[src/rtl/count_seq_pkg.sv]
// Shared definitions for the acquisition sequencer: opcodes, field widths and FSM encoding.
package count_seq_pkg;

  localparam int CMD_W = 16;
  localparam int OPC_W = 4;
  localparam int ARG_W = 12;

  localparam logic [OPC_W-1:0] OP_STOP    = 4'h0;
  localparam logic [OPC_W-1:0] OP_START   = 4'h1;
  localparam logic [OPC_W-1:0] OP_SETGATE = 4'h2;
  localparam logic [OPC_W-1:0] OP_ABORT   = 4'h3;

  typedef enum logic [2:0] {
    ST_IDLE   = 3'd0,
    ST_ARM    = 3'd1,
    ST_SETTLE = 3'd2,
    ST_COUNT  = 3'd3,
    ST_LATCH  = 3'd4,
    ST_HOLD   = 3'd5
  } state_t;

  // A zero-length gate is meaningless, so it is promoted to one tick.
  function automatic logic [ARG_W-1:0] clamp_gate(input logic [ARG_W-1:0] arg);
    return (arg == '0) ? ARG_W'(1) : arg;
  endfunction

endpackage

[src/rtl/count_sequencer_if.sv]
// Signal bundle between SPI slave / photon counter (master side) and the sequencer (slave side).
interface count_sequencer_if #(
  parameter int CNT_W = 32
);
  import count_seq_pkg::*;

  logic [CMD_W-1:0] cmd;
  logic             cmd_valid;
  logic             pat_trig;
  logic [CNT_W-1:0] count_in;
  logic             count_clr;
  logic             count_en;
  logic [CNT_W-1:0] data_out;
  logic             data_valid;
  logic             data_ack;
  logic             busy;
  logic             overrun;

  // data_valid stays high until a data_ack pulse; an ack in the first valid cycle is accepted,
  // and an ack while data_valid is low is ignored.
  modport master (
    output cmd, cmd_valid, pat_trig, count_in, data_ack,
    input  count_clr, count_en, data_out, data_valid, busy, overrun
  );

  modport slave (
    input  cmd, cmd_valid, pat_trig, count_in, data_ack,
    output count_clr, count_en, data_out, data_valid, busy, overrun
  );

endinterface

[src/rtl/gate_timer.sv]
// Window timer: ticks * PRESCALE cycles (or ticks cycles in cycle mode), done on the last cycle.
module gate_timer
  import count_seq_pkg::*;
#(
  parameter int PRESCALE = 100
) (
  input  logic             clk,
  input  logic             rst_n,
  input  logic             start,
  input  logic             stop,
  input  logic             cycle_mode,
  input  logic [ARG_W-1:0] ticks,
  output logic             done
);

  localparam int PW = (PRESCALE > 1) ? $clog2(PRESCALE) : 1;
  localparam logic [PW-1:0] PRESC_LOAD = PW'(PRESCALE - 1);

  logic [PW-1:0]    presc_cnt;
  logic [ARG_W-1:0] tick_cnt;
  logic             running;
  logic             mode;

  always_ff @(posedge clk or negedge rst_n) begin
    if (!rst_n) begin
      presc_cnt <= '0;
      tick_cnt  <= '0;
      running   <= 1'b0;
      mode      <= 1'b0;
    end else if (stop) begin
      running <= 1'b0;
    end else if (start) begin
      running   <= (ticks != '0);
      tick_cnt  <= ticks;
      presc_cnt <= cycle_mode ? '0 : PRESC_LOAD;
      mode      <= cycle_mode;
    end else if (running) begin
      if (presc_cnt == '0) begin
        if (tick_cnt <= ARG_W'(1)) begin
          running <= 1'b0;
        end else begin
          tick_cnt  <= tick_cnt - ARG_W'(1);
          presc_cnt <= mode ? '0 : PRESC_LOAD;
        end
      end else begin
        presc_cnt <= presc_cnt - PW'(1);
      end
    end
  end

  assign done = running && (presc_cnt == '0) && (tick_cnt == ARG_W'(1));

endmodule

[src/rtl/count_sequencer.sv]
// Single-pixel-imaging acquisition sequencer: command decode, trigger wait, gated count, readout.
module count_sequencer
  import count_seq_pkg::*;
#(
  parameter int CNT_W      = 32,
  parameter int PRESCALE   = 100,
  parameter int SETTLE_CYC = 16
) (
  input  logic                clk,
  input  logic                rst_n,
  count_sequencer_if.slave    bus,
  output state_t              dbg_state
);

  localparam logic [ARG_W-1:0] SETTLE_TICKS = ARG_W'(SETTLE_CYC);
  localparam logic             SETTLE_SKIP  = (SETTLE_CYC == 0);

  state_t state, next_state;

  logic [OPC_W-1:0] op;
  logic [ARG_W-1:0] arg;
  logic             cmd_stop, cmd_start, cmd_setgate, cmd_abort;

  logic             trig_q, trig_edge;
  logic [ARG_W-1:0] gate_len;
  logic [ARG_W-1:0] n_left;
  logic             free_run;
  logic             stop_pending;
  logic             overrun;
  logic             count_clr;
  logic [CNT_W-1:0] data_out;

  logic             tmr_start, tmr_cycle_mode, tmr_done;
  logic [ARG_W-1:0] tmr_ticks;
  logic             hold_exit;
  logic             last_sample;

  assign op          = bus.cmd[CMD_W-1 -: OPC_W];
  assign arg         = bus.cmd[ARG_W-1:0];
  assign cmd_stop    = bus.cmd_valid && (op == OP_STOP);
  assign cmd_start   = bus.cmd_valid && (op == OP_START);
  assign cmd_setgate = bus.cmd_valid && (op == OP_SETGATE);
  assign cmd_abort   = bus.cmd_valid && (op == OP_ABORT);
  assign last_sample = !free_run && (n_left == ARG_W'(1));

  gate_timer #(.PRESCALE(PRESCALE)) u_gate_timer (
    .clk        (clk),
    .rst_n      (rst_n),
    .start      (tmr_start),
    .stop       (cmd_abort),
    .cycle_mode (tmr_cycle_mode),
    .ticks      (tmr_ticks),
    .done       (tmr_done)
  );

  always_ff @(posedge clk or negedge rst_n) begin
    if (!rst_n) state <= ST_IDLE;
    else        state <= next_state;
  end

  always_comb begin
    next_state     = state;
    tmr_start      = 1'b0;
    tmr_cycle_mode = 1'b0;
    tmr_ticks      = gate_len;
    hold_exit      = 1'b0;
    if (cmd_abort) begin
      next_state = ST_IDLE;
    end else begin
      case (state)
        ST_IDLE:   if (cmd_start) next_state = ST_ARM;
        ST_ARM: begin
          // No sample is in flight while armed, so STOP can leave at once.
          if (cmd_stop) begin
            next_state = ST_IDLE;
          end else if (trig_edge) begin
            next_state     = ST_SETTLE;
            tmr_start      = 1'b1;
            tmr_cycle_mode = 1'b1;
            tmr_ticks      = SETTLE_TICKS;
          end
        end
        ST_SETTLE: begin
          if (SETTLE_SKIP || tmr_done) begin
            next_state = ST_COUNT;
            tmr_start  = 1'b1;
          end
        end
        ST_COUNT:  if (tmr_done) next_state = ST_LATCH;
        ST_LATCH:  next_state = ST_HOLD;
        ST_HOLD: begin
          if (bus.data_ack) begin
            hold_exit  = 1'b1;
            next_state = (stop_pending || cmd_stop || last_sample) ? ST_IDLE : ST_ARM;
          end
        end
        default:   next_state = ST_IDLE;
      endcase
    end
  end

  always_ff @(posedge clk or negedge rst_n) begin
    if (!rst_n) begin
      trig_q       <= 1'b0;
      trig_edge    <= 1'b0;
      gate_len     <= ARG_W'(1);
      n_left       <= '0;
      free_run     <= 1'b0;
      stop_pending <= 1'b0;
      overrun      <= 1'b0;
      count_clr    <= 1'b0;
      data_out     <= '0;
    end else begin
      trig_q    <= bus.pat_trig;
      trig_edge <= bus.pat_trig && !trig_q;
      count_clr <= (next_state == ST_SETTLE) && (state != ST_SETTLE);

      if (state == ST_LATCH) data_out <= bus.count_in;

      if (cmd_setgate && (state == ST_IDLE)) gate_len <= clamp_gate(arg);

      if (cmd_start && (state == ST_IDLE)) begin
        n_left   <= arg;
        free_run <= (arg == '0);
      end else if (hold_exit && !free_run) begin
        n_left <= n_left - ARG_W'(1);
      end

      if (next_state == ST_IDLE)               stop_pending <= 1'b0;
      else if (cmd_stop && state != ST_IDLE)   stop_pending <= 1'b1;

      // A stray edge is flagged and dropped; ABORT in the same cycle suppresses the flag.
      if (trig_edge && (state != ST_ARM) && !cmd_abort) overrun <= 1'b1;
      else if (cmd_start && (state == ST_IDLE))         overrun <= 1'b0;
    end
  end

  assign bus.count_clr  = count_clr;
  assign bus.count_en   = (state == ST_COUNT);
  assign bus.data_out   = data_out;
  assign bus.data_valid = (state == ST_HOLD);
  assign bus.busy       = (state != ST_IDLE);
  assign bus.overrun    = overrun;
  assign dbg_state      = state;

endmodule

[src/flat_wrapper.sv]
// flat-port wrapper written by rule: the top's interface ports become plain ports
module count_sequencer_flat import count_seq_pkg::*;
#(
  parameter int CNT_W      = 32,
  parameter int PRESCALE   = 100,
  parameter int SETTLE_CYC = 16
)
  (clk, rst_n, dbg_state, bus_cmd, bus_cmd_valid, bus_pat_trig, bus_count_in, bus_data_ack, bus_count_clr, bus_count_en, bus_data_out, bus_data_valid, bus_busy, bus_overrun);
  count_sequencer_if #(.CNT_W(CNT_W)) bus_i ();
  input  logic clk;
  input  logic rst_n;
  output state_t dbg_state;
  input wire logic [$bits(bus_i.cmd)-1:0] bus_cmd;
  input wire logic [$bits(bus_i.cmd_valid)-1:0] bus_cmd_valid;
  input wire logic [$bits(bus_i.pat_trig)-1:0] bus_pat_trig;
  input wire logic [$bits(bus_i.count_in)-1:0] bus_count_in;
  input wire logic [$bits(bus_i.data_ack)-1:0] bus_data_ack;
  output wire logic [$bits(bus_i.count_clr)-1:0] bus_count_clr;
  output wire logic [$bits(bus_i.count_en)-1:0] bus_count_en;
  output wire logic [$bits(bus_i.data_out)-1:0] bus_data_out;
  output wire logic [$bits(bus_i.data_valid)-1:0] bus_data_valid;
  output wire logic [$bits(bus_i.busy)-1:0] bus_busy;
  output wire logic [$bits(bus_i.overrun)-1:0] bus_overrun;
  assign bus_i.cmd = bus_cmd;
  assign bus_i.cmd_valid = bus_cmd_valid;
  assign bus_i.pat_trig = bus_pat_trig;
  assign bus_i.count_in = bus_count_in;
  assign bus_i.data_ack = bus_data_ack;
  assign bus_count_clr = bus_i.count_clr;
  assign bus_count_en = bus_i.count_en;
  assign bus_data_out = bus_i.data_out;
  assign bus_data_valid = bus_i.data_valid;
  assign bus_busy = bus_i.busy;
  assign bus_overrun = bus_i.overrun;
  count_sequencer #(.CNT_W(CNT_W), .PRESCALE(PRESCALE), .SETTLE_CYC(SETTLE_CYC)) u_core (.clk(clk), .rst_n(rst_n), .bus(bus_i), .dbg_state(dbg_state));
endmodule
[config.mk]
export PLATFORM = sky130hd
export DESIGN_NAME = count_sequencer_flat
export DESIGN_NICKNAME = d
export VERILOG_FILES = /design/src/rtl/count_seq_pkg.sv /design/src/rtl/count_sequencer_if.sv /design/src/rtl/gate_timer.sv /design/src/rtl/count_sequencer.sv /design/src/flat_wrapper.sv
export SDC_FILE = /design/constraint.sdc
export NUM_CORES = 1
export LEC_CHECK = 0
export ABC_AREA = 0
export BUFFER_PORTS_ARGS = -buffer_cell sky130_fd_sc_hd__buf_2
export CORE_MARGIN = 2
export CORE_UTILIZATION = 25
export DETAILED_ROUTE_END_ITERATION = 8
export PLACE_DENSITY = 0.47
export SETUP_SLACK_MARGIN = 0.1
export SLEW_MARGIN = 20
export SYNTH_ARGS = -nofsm -noshare
export SYNTH_HDL_FRONTEND = slang
export SYNTH_HIERARCHICAL = 1
export SYNTH_SLANG_ARGS = --single-unit
[constraint.sdc]
create_clock -name clk -period 3.8 [get_ports clk]
set_input_delay 0.19 -clock clk [delete_from_list [all_inputs] [get_ports clk]]
set_output_delay 0.19 -clock clk [all_outputs]
set_load 0.005 [all_outputs]
==> results.sh, run 1 <==
export IMPL_power_frac_comb=0.353
export IMPL_core_um2=17400
export IMPL_tns_ns=0
export IMPL_pwr_share_seq=0.401
export IMPL_start_util=0.256
export IMPL_register_area_um2=2150
export IMPL_end_kind="flip-flop"
export IMPL_cts_setup_buffers=0
export IMPL_synth_nets=479
export IMPL_internal_power_mw=2.29
export IMPL_syn_inst=421
export IMPL_crit_arrival_ns=3.55
export IMPL_wirelength_mm=11.6
export IMPL_powerDensity_nw_per_um2=658
export IMPL_crit_chain="or3_1, or3_1, nor4_1, buf_4, a41o_1, o21bai_1, nor2_1, o21a_1, nand3_1, o211ai_1"
export IMPL_antenna_found_initial=0
export IMPL_finalCritPeriodShare=0.868
export IMPL_clkSlewWorstSetupHoldPaths_ns=0.06
export IMPL_slew_viol_final=0
export IMPL_synth_area_um2=4450
export IMPL_ant_nets=0
export IMPL_clock_path_buffers=2
export IMPL_vdd_drop_max_v=0.000272
export IMPL_synth_edf_count=0
export IMPL_grt_pass1_wl_mm=19.4
export IMPL_worst_setup_path_type="reg2reg"
export IMPL_final_layout_size_suffix_gt1_frac=0.301
export IMPL_area_growth_pct=23.2
export IMPL_drc=0
export IMPL_wl_per_cell_um=15.5
export IMPL_grt_pass1_vias=3704
export IMPL_swShare=0.364
export IMPL_synth_top_area_cell="dfrtp_1"
export IMPL_tightestPinTransition_ns=0.952
export IMPL_viasPerCell=4.93
export IMPL_cts_root_buf="clkbuf_16"
export IMPL_dieWidth_um=137
export IMPL_multi_input_area_um2=2150
export IMPL_slowest_delay_ns=0.46
export IMPL_grtUsageTotal=0.132
export IMPL_cts_sinks=86
export IMPL_rows=48
export IMPL_fin_area_um2=5490
export IMPL_stdcell_count=746
export IMPL_post_dp_cell_area_um2=5160
export IMPL_p_leak_nw=2.46
export IMPL_worstHoldPathType="in2reg"
export IMPL_yosys_warnings=6
export IMPL_startpoint_type="flip-flop"
export IMPL_clkPwrFrac=0.246
export IMPL_vias=3675
export IMPL_overflow=0
export IMPL_first_pass_iters=5
export IMPL_yosys_top_cells_area="dfrtp_1 (48%), mux2_1 (5.8%), mux2_2 (5.1%)"
export IMPL_period_needed_ns=3.30
export IMPL_chipHeight_um=137
export IMPL_crit_required_ns=4.05
export IMPL_clock_skew_ns=0.00466
export IMPL_path_max_fanout=9
export IMPL_gp_congestion=0.875
export IMPL_dp_cells=728
export IMPL_synth_async_reset_ratio=1.00
export IMPL_path_common_cell="or3_1"
export IMPL_netlist_area_leader_share=0.478
export IMPL_synth_seq_area_share=0.484
export IMPL_io_buffers=92
export IMPL_p_sw_mw=1.31
export IMPL_fin_util=0.316
export IMPL_ys_flop_type="dfrtp_1"
export IMPL_drtIter0Drc=167
export IMPL_synth_distinct_cells=77
export IMPL_hold_viol=0
export IMPL_htreeDepth=3
export IMPL_outcome="finished clean"
export IMPL_hpwl_mm=8.60
export IMPL_die_area_um2=18900
export IMPL_synth_seq_cells=86
export IMPL_n_antenna_cell=0
export IMPL_ioPinCount=93
export IMPL_cts_tree="done"
export IMPL_rsz0062_at_grt="no"
export IMPL_n_fill_cell=1804
export IMPL_final_common_cell="buf_2"
export IMPL_cts_inserted_buffers=9
export IMPL_slew_headroom=0.363
export IMPL_max_freq_ghz=0.303
export IMPL_final_cell_mix="buf_2 (91), dfrtp_1 (85), nor2_1 (38), nand2_1 (29), mux2_1 (23)"
export IMPL_cp_slowest_cell="or3_1"
export IMPL_clkLatencyLatePin_ns=0.34
export IMPL_final_net_count=574
export IMPL_grt_max_degree=65
export IMPL_drv_cap=0
export IMPL_syn_area_per_cell_um2=10.6
export IMPL_setup_viol=0
## flip-flops by register name (all words and copies together), names as in the netlist
signal and count:
u_core/stop_pending 1, u_core/bus.data_out 32, u_core/n_left 12, u_core/u_gate_timer/tick_cnt 12, u_core/free_run 1, u_core/dbg_state 3
u_core/bus.count_clr 1, u_core/u_gate_timer/running 1, u_core/u_gate_timer/presc_cnt 7, u_core/gate_len 12, u_core/trig_edge 1, u_core/trig_q 1
u_core/u_gate_timer/mode 1, u_core/bus.overrun 1
## worst max-delay path, delay by kind of cell (launching register included)
kind | cells | cell delay [ns]
AO/OA/AOI/OAI | 4 | 1.04
buffers and inverters | 1 | 0.20
flip-flops | 1 | 0.41
AND/OR/NAND/NOR | 5 | 1.55
## cells in the mapped netlist (4+ instances only)
library cell	instances
nor2_1	38
dfrtp_1	85
o21a_1	4
a21oi_1	15
o21ai_1	7
nor2b_1	13
mux2i_1	4
o21ai_0	12
ha_1	5
buf_2	9
clkbuf_1	7
mux2_1	23
nand3_1	12
a211oi_1	5
nand4_1	4
nor3_1	16
o22ai_1	4
a31oi_1	6
nand2_1	29
mux2_2	20
nor4_1	8
or3_1	4
inv_1	12
## layer usage
metal / vias to the layer above / routed length, um / part of all wire / global-route usage
met5: - / 0 / 0 / 0
met4: 0 / 131 / 0.011 / 0.0355
met3: 9 / 554 / 0.048 / 0.0353
met2: 93 / 5700 / 0.49 / 0.224
met1: 1827 / 5190 / 0.45 / 0.166
li1: 1746 / - / - / -
## final timing paths
| path | start | endpoint | slack [ns] | depth (start not counted) |
|---|---|---|---|---|
| worst max-delay path | u_core/u_gate_timer/tick_cnt[4] | u_core/u_gate_timer/tick_cnt[2] | 0.50 | 10 |
| worst min-delay path | bus_count_in[16] | u_core/bus.data_out[16] | 0.06 | 2 |
| worst max register to register | u_core/u_gate_timer/tick_cnt[4] | u_core/u_gate_timer/tick_cnt[2] | 0.50 | 10 |
| worst min register to register | u_core/trig_q | u_core/trig_edge | 0.40 | 1 |
| max in group asynchronous | rst_n | u_core/gate_len[0] | 2.44 | 3 |
| min in group asynchronous | rst_n | u_core/n_left[8] | 0.48 | 2 |
## cell families (layout without fill, tap and decap cells)
logic type	count (synthesis)	count (layout)	share of synthesized area
flops	86	86	0.484
compound gates	92	92	0.149
fa+ha+maj	5	5	0.0141
xor+xnor	4	4	0.00787
mux	47	47	0.118
buf+inv	33	133	0.0343
simple gates	154	154	0.193
## metrics by stage
stage                     total power [mW]  setup WS, ns  hold WS (ns)
after global routing                  3.88         0.262        0.0502
after floorplan                       2.30         0.549        -0.106
final                                 3.61         0.503        0.0622
after CTS                             3.64         0.440        0.0487
after detailed placement              2.72         0.478         0.311
after global placement                2.71         0.495         0.309
## layout make-up
class,count,area share
multi-input combinational,302,0.392
inverter,14,0.0100
tap,225,0.0513
clock inverter,3,0.00821
timing repair buffer,103,0.100
sequential,86,0.393
clock buffer,13,0.0456
## repair_timing
item,in CTS,in global routing
gates resized for setup,0,1
hold buffers,2,0
hold endpoints to repair,28,0
setup endpoints to repair,0,1
## power by group through the flow
| stage | clock (mW) | sequential, mW | combinational, mW |
|---|---|---|---|
| global placement | 0 | 1.45 | 1.26 |
| detailed placement | 0 | 1.45 | 1.27 |
| finish | 0.888 | 1.45 | 1.27 |
| CTS | 0.927 | 1.44 | 1.28 |
| global route | 0.968 | 1.49 | 1.42 |
| floorplan | 0 | 1.40 | 0.897 |
Note: power is estimated with default switching activity, not from simulation.
==> inputs of run 2 (changes only) <==
--- a/config.mk
+++ b/config.mk
@@ -7,6 +7,8 @@
 export LEC_CHECK = 0
 export ABC_AREA = 0
 export BUFFER_PORTS_ARGS = -buffer_cell sky130_fd_sc_hd__buf_2
+export CAP_MARGIN = 20
+export CORE_ASPECT_RATIO = 1.25
 export CORE_MARGIN = 2
 export CORE_UTILIZATION = 25
 export DETAILED_ROUTE_END_ITERATION = 8
==> run 2 against run 1 <==
Register-to-register slack got worse by 0.04 ns. Fmax shrank 1.2%. Worst hold slack got worse by 0.0056 ns. Sequential power about the same. Critical path type unchanged. Critical endpoint unchanged. Largest power group unchanged. Highest routed layer unchanged.
==> results.sh, run 2 (synthesis gave the netlist of run 1 again) <==
export IMPL_outcome="finished clean"
export IMPL_crit_arrival_ns=3.59
export IMPL_antenna_found_initial=0
export IMPL_wl_per_cell_um=16.0
export IMPL_worstPathBufferInverterCount=0
export IMPL_path_max_fanout=12
export IMPL_clkLatencyLatePin_ns=0.35
export IMPL_slowest_delay_ns=0.47
export IMPL_n_antenna_cell=0
export IMPL_max_freq_ghz=0.300
export IMPL_crit_required_ns=4.06
export IMPL_final_net_count=573
export IMPL_power_mw=3.59
export IMPL_clock_path_buffers=2
export IMPL_clkSlewWorstSetupHoldPaths_ns=0.06
export IMPL_ant_nets=0
export IMPL_finalCritPeriodShare=0.878
export IMPL_reg2reg_depth=9
export IMPL_drv_cap=0
export IMPL_crit_chain="or3_1, or3_1, nor4_1, a41o_2, o21bai_1, nor2_1, o21a_1, nand3_1, o211ai_1"
export IMPL_cts_setup_buffers=0
export IMPL_r2r_slack_ns=0.46
export IMPL_area_growth_pct=22.8
export IMPL_stdcell_count=743
export IMPL_grt_pass1_vias=3724
export IMPL_dp_cells=726
export IMPL_path_common_cell="or3_1"
export IMPL_finalWorstSetupSlack_ns=0.462
export IMPL_pre_cts_ws_ns=0.371
export IMPL_overflow=0
export IMPL_grtUsageTotal=0.131
export IMPL_register_area_um2=2150
export IMPL_rr_endpoint="u_core/u_gate_timer/tick_cnt[2]"
export IMPL_start_util=0.255
export IMPL_largest_register="u_core/bus.data_out"
export IMPL_multi_input_area_um2=2150
export IMPL_hold_viol=0
export IMPL_rsz0062_at_grt="no"
export IMPL_slew_headroom=0.357
export IMPL_grt_max_degree=61
export IMPL_post_dp_cell_area_um2=5160
export IMPL_core_um2=17400
export IMPL_io_buffers=92
export IMPL_drc=0
export IMPL_crit_path_start="u_core/u_gate_timer/tick_cnt[4]"
export IMPL_cts_inserted_buffers=9
export IMPL_period_needed_ns=3.34
export IMPL_dieWidth_um=123
export IMPL_rows=54
export IMPL_cp_slowest_cell="or3_1"
export IMPL_worst_setup_path_type="reg2reg"
export IMPL_wirelength_mm=11.9
export IMPL_tightestPinTransition_ns=0.961
export IMPL_worstSetupPathDepth=9
export IMPL_chipHeight_um=153
export IMPL_cts_root_buf="clkbuf_16"
export IMPL_slew_viol_final=0
export IMPL_endpoint="u_core/u_gate_timer/tick_cnt[2]"
export IMPL_hpwl_mm=8.84
export IMPL_fin_area_um2=5470
export IMPL_drtIter0Drc=175
export IMPL_vdd_drop_max_v=0.000303
export IMPL_cts_sinks=86
export IMPL_end_kind="flip-flop"
export IMPL_htreeDepth=3
export IMPL_die_area_um2=18900
export IMPL_p_leak_nw=2.45
export IMPL_clock_skew_ns=0.00628
export IMPL_final_cell_mix="buf_2 (91), dfrtp_1 (85), nor2_1 (38), nand2_1 (29), mux2_1 (23)"
export IMPL_grt_pass1_wl_mm=19.3
export IMPL_cts_tree="done"
export IMPL_first_pass_iters=4
export IMPL_rr_startpoint="u_core/u_gate_timer/tick_cnt[4]"
export IMPL_hp_start="bus_count_in[25]"
export IMPL_n_fill_cell=1833
export IMPL_worstHoldPathType="in2reg"
export IMPL_viasPerCell=4.96
export IMPL_startpoint_type="flip-flop"
export IMPL_gp_congestion=0.890
export IMPL_powerDensity_nw_per_um2=658
export IMPL_ioPinCount=93
export IMPL_largest_reg_flops=32
export IMPL_final_layout_size_suffix_gt1_frac=0.303
export IMPL_vias=3687
export IMPL_crit_family="simple AND/OR/NAND/NOR gates"
export IMPL_final_common_cell="buf_2"
export IMPL_tns_ns=0
export IMPL_setup_viol=0
-- run 2: changes by cell type in the layout (fill, tap and decap cells not counted) --
cell      delta
a41o_1       -1
a41o_2       +1
buf_4        -1
clkbuf_1     -2
clkbuf_8     -1
clkinv_2     +1
inv_6        +1
nor3b_1      +1
nor3b_2      -1
-- run 2: area by class of cell --
| type | count | share of cell area |
|---|---|---|
| inverter | 14 | 0.0101 |
| clock inverter | 5 | 0.0108 |
| tap | 224 | 0.0513 |
| timing repair buffer | 102 | 0.0994 |
| clock buffer | 10 | 0.0419 |
| sequential | 86 | 0.394 |
| multi-input combinational | 302 | 0.393 |
-- run 2: worst min-delay path by stage --
stage                               to  slack [ns]  cells after the start
2_1_floorplan     u_core/bus.count_clr       -0.11                      0
3_3_place_gp             u_core/trig_q        0.31                      1
3_5_place_dp             u_core/trig_q        0.31                      1
4_1_cts        u_core/bus.data_out[15]        0.05                      2
5_1_grt        u_core/bus.data_out[25]        0.05                      2
6_report       u_core/bus.data_out[25]        0.06                      2
-- run 2: metrics by stage --
| stage | hold slack (ns) | util |
|---|---|---|
| 2_1_floorplan | -0.106 | - |
| 3_3_place_gp | 0.311 | 0.296 |
| 3_5_place_dp | 0.312 | 0.296 |
| 4_1_cts | 0.0471 | 0.313 |
| 5_1_grt | 0.0548 | 0.314 |
| 6_report | 0.0566 | 0.314 |
-- run 2: routing by layer --
layer	wire [um]	share of wire	track usage
met1	5040	0.42	0.156
met4	293	0.025	0.0617
met2	6210	0.52	0.224
met5	0	0	0
met3	367	0.031	0.0235
-- run 2: where the power goes --
group	switching [mW]	total (mW)	internal, mW
Clock	0.371	0.878	0.507
Sequential	0.236	1.44	1.20
Combinational	0.717	1.27	0.557
Total	1.32	3.59	2.27
-- run 2: worst register-to-register path: stages, from the launching register on --
cell      delay, ns
dfrtp_1        0.42
or3_1          0.47
or3_1          0.45
nor4_1         0.45
a41o_2         0.42
o21bai_1       0.29
nor2_1         0.17
o21a_1         0.27
nand3_1        0.11
o211ai_1       0.20
-- run 2: repair_timing --
action,CTS,global route
resized for setup,0,1
hold buffers,2,0
setup endpoints to repair,0,4
endpoints found under the hold margin,60,0
==> inputs of run 3 (changes only) <==
--- a/config.mk
+++ b/config.mk
@@ -10,9 +10,9 @@
 export CAP_MARGIN = 20
 export CORE_ASPECT_RATIO = 1.25
 export CORE_MARGIN = 2
-export CORE_UTILIZATION = 25
+export CORE_UTILIZATION = 55
 export DETAILED_ROUTE_END_ITERATION = 8
-export PLACE_DENSITY = 0.47
+export PLACE_DENSITY = 0.84
 export SETUP_SLACK_MARGIN = 0.1
 export SLEW_MARGIN = 20
 export SYNTH_ARGS = -nofsm -noshare
==> constraint.sdc (replaced) <==
create_clock -name clk -period 3.5 [get_ports clk]
set_input_delay 0.175 -clock clk [delete_from_list [all_inputs] [get_ports clk]]
set_output_delay 0.175 -clock clk [all_outputs]
set_load 0.005 [all_outputs]
==> run 3 against run 2 <==
Critical path depth is 1 higher. Clock skew shrank 0.0010 ns. Final area down 3.3%. Power increased by 6.4%. Via count rose by 3.1%. Worst hold slack worse by 0.032 ns. Critical path type unchanged. Sequential power rose by 9%. Core utilization increased by 36 points.
==> results.sh, run 3 (synthesis gave the netlist of run 1 again) <==
export IMPL_r2r_slack_ns=0.24
export IMPL_dieWidth_um=84.5
export IMPL_n_antenna_cell=0
export IMPL_antenna_found_initial=0
export IMPL_viasPerCell=6.17
export IMPL_endpoint="u_core/u_gate_timer/tick_cnt[8]"
export IMPL_ioPinCount=93
export IMPL_largest_register="u_core/bus.data_out"
export IMPL_wirelength_mm=10.9
export IMPL_internal_power_mw=2.41
export IMPL_final_layout_size_suffix_gt1_frac=0.311
export IMPL_fin_area_um2=5290
export IMPL_grtUsageTotal=0.258
export IMPL_pre_cts_ws_ns=0.266
export IMPL_largest_reg_flops=32
export IMPL_max_freq_ghz=0.307
export IMPL_pwr_share_seq=0.411
export IMPL_powerDensity_nw_per_um2=723
export IMPL_crit_path_start="u_core/u_gate_timer/tick_cnt[4]"
export IMPL_clkPwrFrac=0.223
export IMPL_slew_headroom=0.481
export IMPL_multi_input_area_um2=2160
export IMPL_clock_path_buffers=2
export IMPL_htreeDepth=3
export IMPL_register_area_um2=2150
export IMPL_stdcell_count=616
export IMPL_chipHeight_um=105
export IMPL_cts_tree="done"
export IMPL_n_fill_cell=602
export IMPL_drv_cap=0
export IMPL_worstSetupPathDepth=10
export IMPL_dp_cells=598
export IMPL_first_pass_iters=6
export IMPL_grt_pass1_vias=3700
export IMPL_drc=0
export IMPL_clock_skew_ns=0.00525
export IMPL_hold_viol=0
export IMPL_cts_root_buf="clkbuf_8"
export IMPL_outcome="finished clean"
export IMPL_vias=3802
export IMPL_finalCritPeriodShare=0.930
export IMPL_gp_congestion=0.941
export IMPL_ant_nets=0
export IMPL_grt_max_degree=87
export IMPL_crit_family="simple AND/OR/NAND/NOR gates"
export IMPL_wl_per_cell_um=17.7
export IMPL_die_area_um2=8830
export IMPL_swShare=0.369
export IMPL_worstPathBufferInverterCount=2
export IMPL_reg2reg_depth=10
export IMPL_cts_setup_buffers=0
export IMPL_crit_chain="or3_1, or3_1, nor4_2, a41o_1, buf_4, inv_1, nor2_2, nor2_1, a41oi_1, a41o_1"
export IMPL_cp_slowest_cell="or3_1"
export IMPL_tns_ns=0
export IMPL_crit_arrival_ns=3.56
export IMPL_p_sw_mw=1.41
export IMPL_hpwl_mm=7.65
export IMPL_io_buffers=92
export IMPL_end_kind="flip-flop"
export IMPL_start_util=0.568
export IMPL_grt_pass1_wl_mm=18.1
export IMPL_vdd_drop_max_v=0.000550
export IMPL_path_max_fanout=12
export IMPL_clkLatencyLatePin_ns=0.36
export IMPL_final_cell_mix="buf_2 (91), dfrtp_1 (85), nor2_1 (37), nand2_1 (29), mux2_1 (23)"
export IMPL_startpoint_type="flip-flop"
export IMPL_rsz0062_at_grt="no"
export IMPL_rows=36
export IMPL_power_frac_comb=0.367
export IMPL_period_needed_ns=3.26
export IMPL_crit_required_ns=3.80
export IMPL_cts_sinks=86
export IMPL_clkSlewWorstSetupHoldPaths_ns=0.08
export IMPL_worst_setup_path_type="reg2reg"
export IMPL_core_um2=7840
export IMPL_p_leak_nw=2.45
export IMPL_overflow=0
export IMPL_slew_viol_final=0
export IMPL_setup_viol=0
export IMPL_cts_inserted_buffers=9
export IMPL_area_growth_pct=18.8
export IMPL_worstHoldPathType="in2reg"
export IMPL_post_dp_cell_area_um2=5000
export IMPL_slowest_delay_ns=0.46
export IMPL_drtIter0Drc=378
export IMPL_rr_endpoint="u_core/u_gate_timer/tick_cnt[8]"
export IMPL_hold_slack_ns=0.0247
export IMPL_final_common_cell="buf_2"
export IMPL_finalWorstSetupSlack_ns=0.244
export IMPL_tightestPinTransition_ns=0.779
export IMPL_final_net_count=574
export IMPL_rr_startpoint="u_core/u_gate_timer/tick_cnt[4]"
run 3: per-layer routing:
layer	GRT usage	share of wire
met1	0.308	0.37
met2	0.457	0.54
met3	0.0458	0.061
met4	0.103	0.031
met5	0	0
run 3: worst reg2reg max path, cell delays in order, from the launching register on:
cell     delay (ns)
dfrtp_1        0.44
or3_1          0.46
or3_1          0.46
nor4_2         0.42
a41o_1         0.29
buf_4          0.21
inv_1          0.24
nor2_2         0.27
nor2_1         0.08
a41oi_1        0.21
a41o_1         0.12
run 3: area by class of cell:
type / instances / area share
Multi-Input combinational cell: 302 / 0.408
Tap cell: 95 / 0.0225
Clock inverter: 5 / 0.0201
Sequential cell: 86 / 0.407
Clock buffer: 11 / 0.0267
Inverter: 14 / 0.0104
Timing Repair Buffer: 103 / 0.105
run 3: through the flow:
stage | util | power (mW)
2_1_floorplan | - | 2.50
3_3_place_gp | 0.638 | 2.88
3_5_place_dp | 0.638 | 2.93
4_1_cts | 0.671 | 3.79
5_1_grt | 0.675 | 4.05
6_report | 0.675 | 3.82
run 3: worst min path at each step:
stage | slack, ns | depth (start not counted) | from | end
detailed placement | 0.30 | 1 | bus_pat_trig | u_core/trig_q
finish | 0.02 | 2 | bus_count_in[27] | u_core/bus.data_out[27]
global placement | 0.29 | 1 | bus_pat_trig | u_core/trig_q
CTS | 0.01 | 2 | bus_count_in[27] | u_core/bus.data_out[27]
global route | 0.02 | 2 | bus_count_in[28] | u_core/bus.data_out[28]
floorplan | -0.12 | 0 | rst_n | u_core/bus.count_clr
run 3: power groups by stage:
stage	clock network [mW]	registers (mW)	logic, mW
final	0.851	1.57	1.40
after global routing	0.900	1.62	1.54
after global placement	0	1.56	1.31
after floorplan	0	1.52	0.974
after CTS	0.859	1.56	1.37
after detailed placement	0	1.58	1.36
run 3: timing repair:
item                                    CTS  global route
gates resized for setup                   0             4
hold endpoints to repair                  1            85
hold buffers                              1             1
endpoints found under the setup margin    0             8
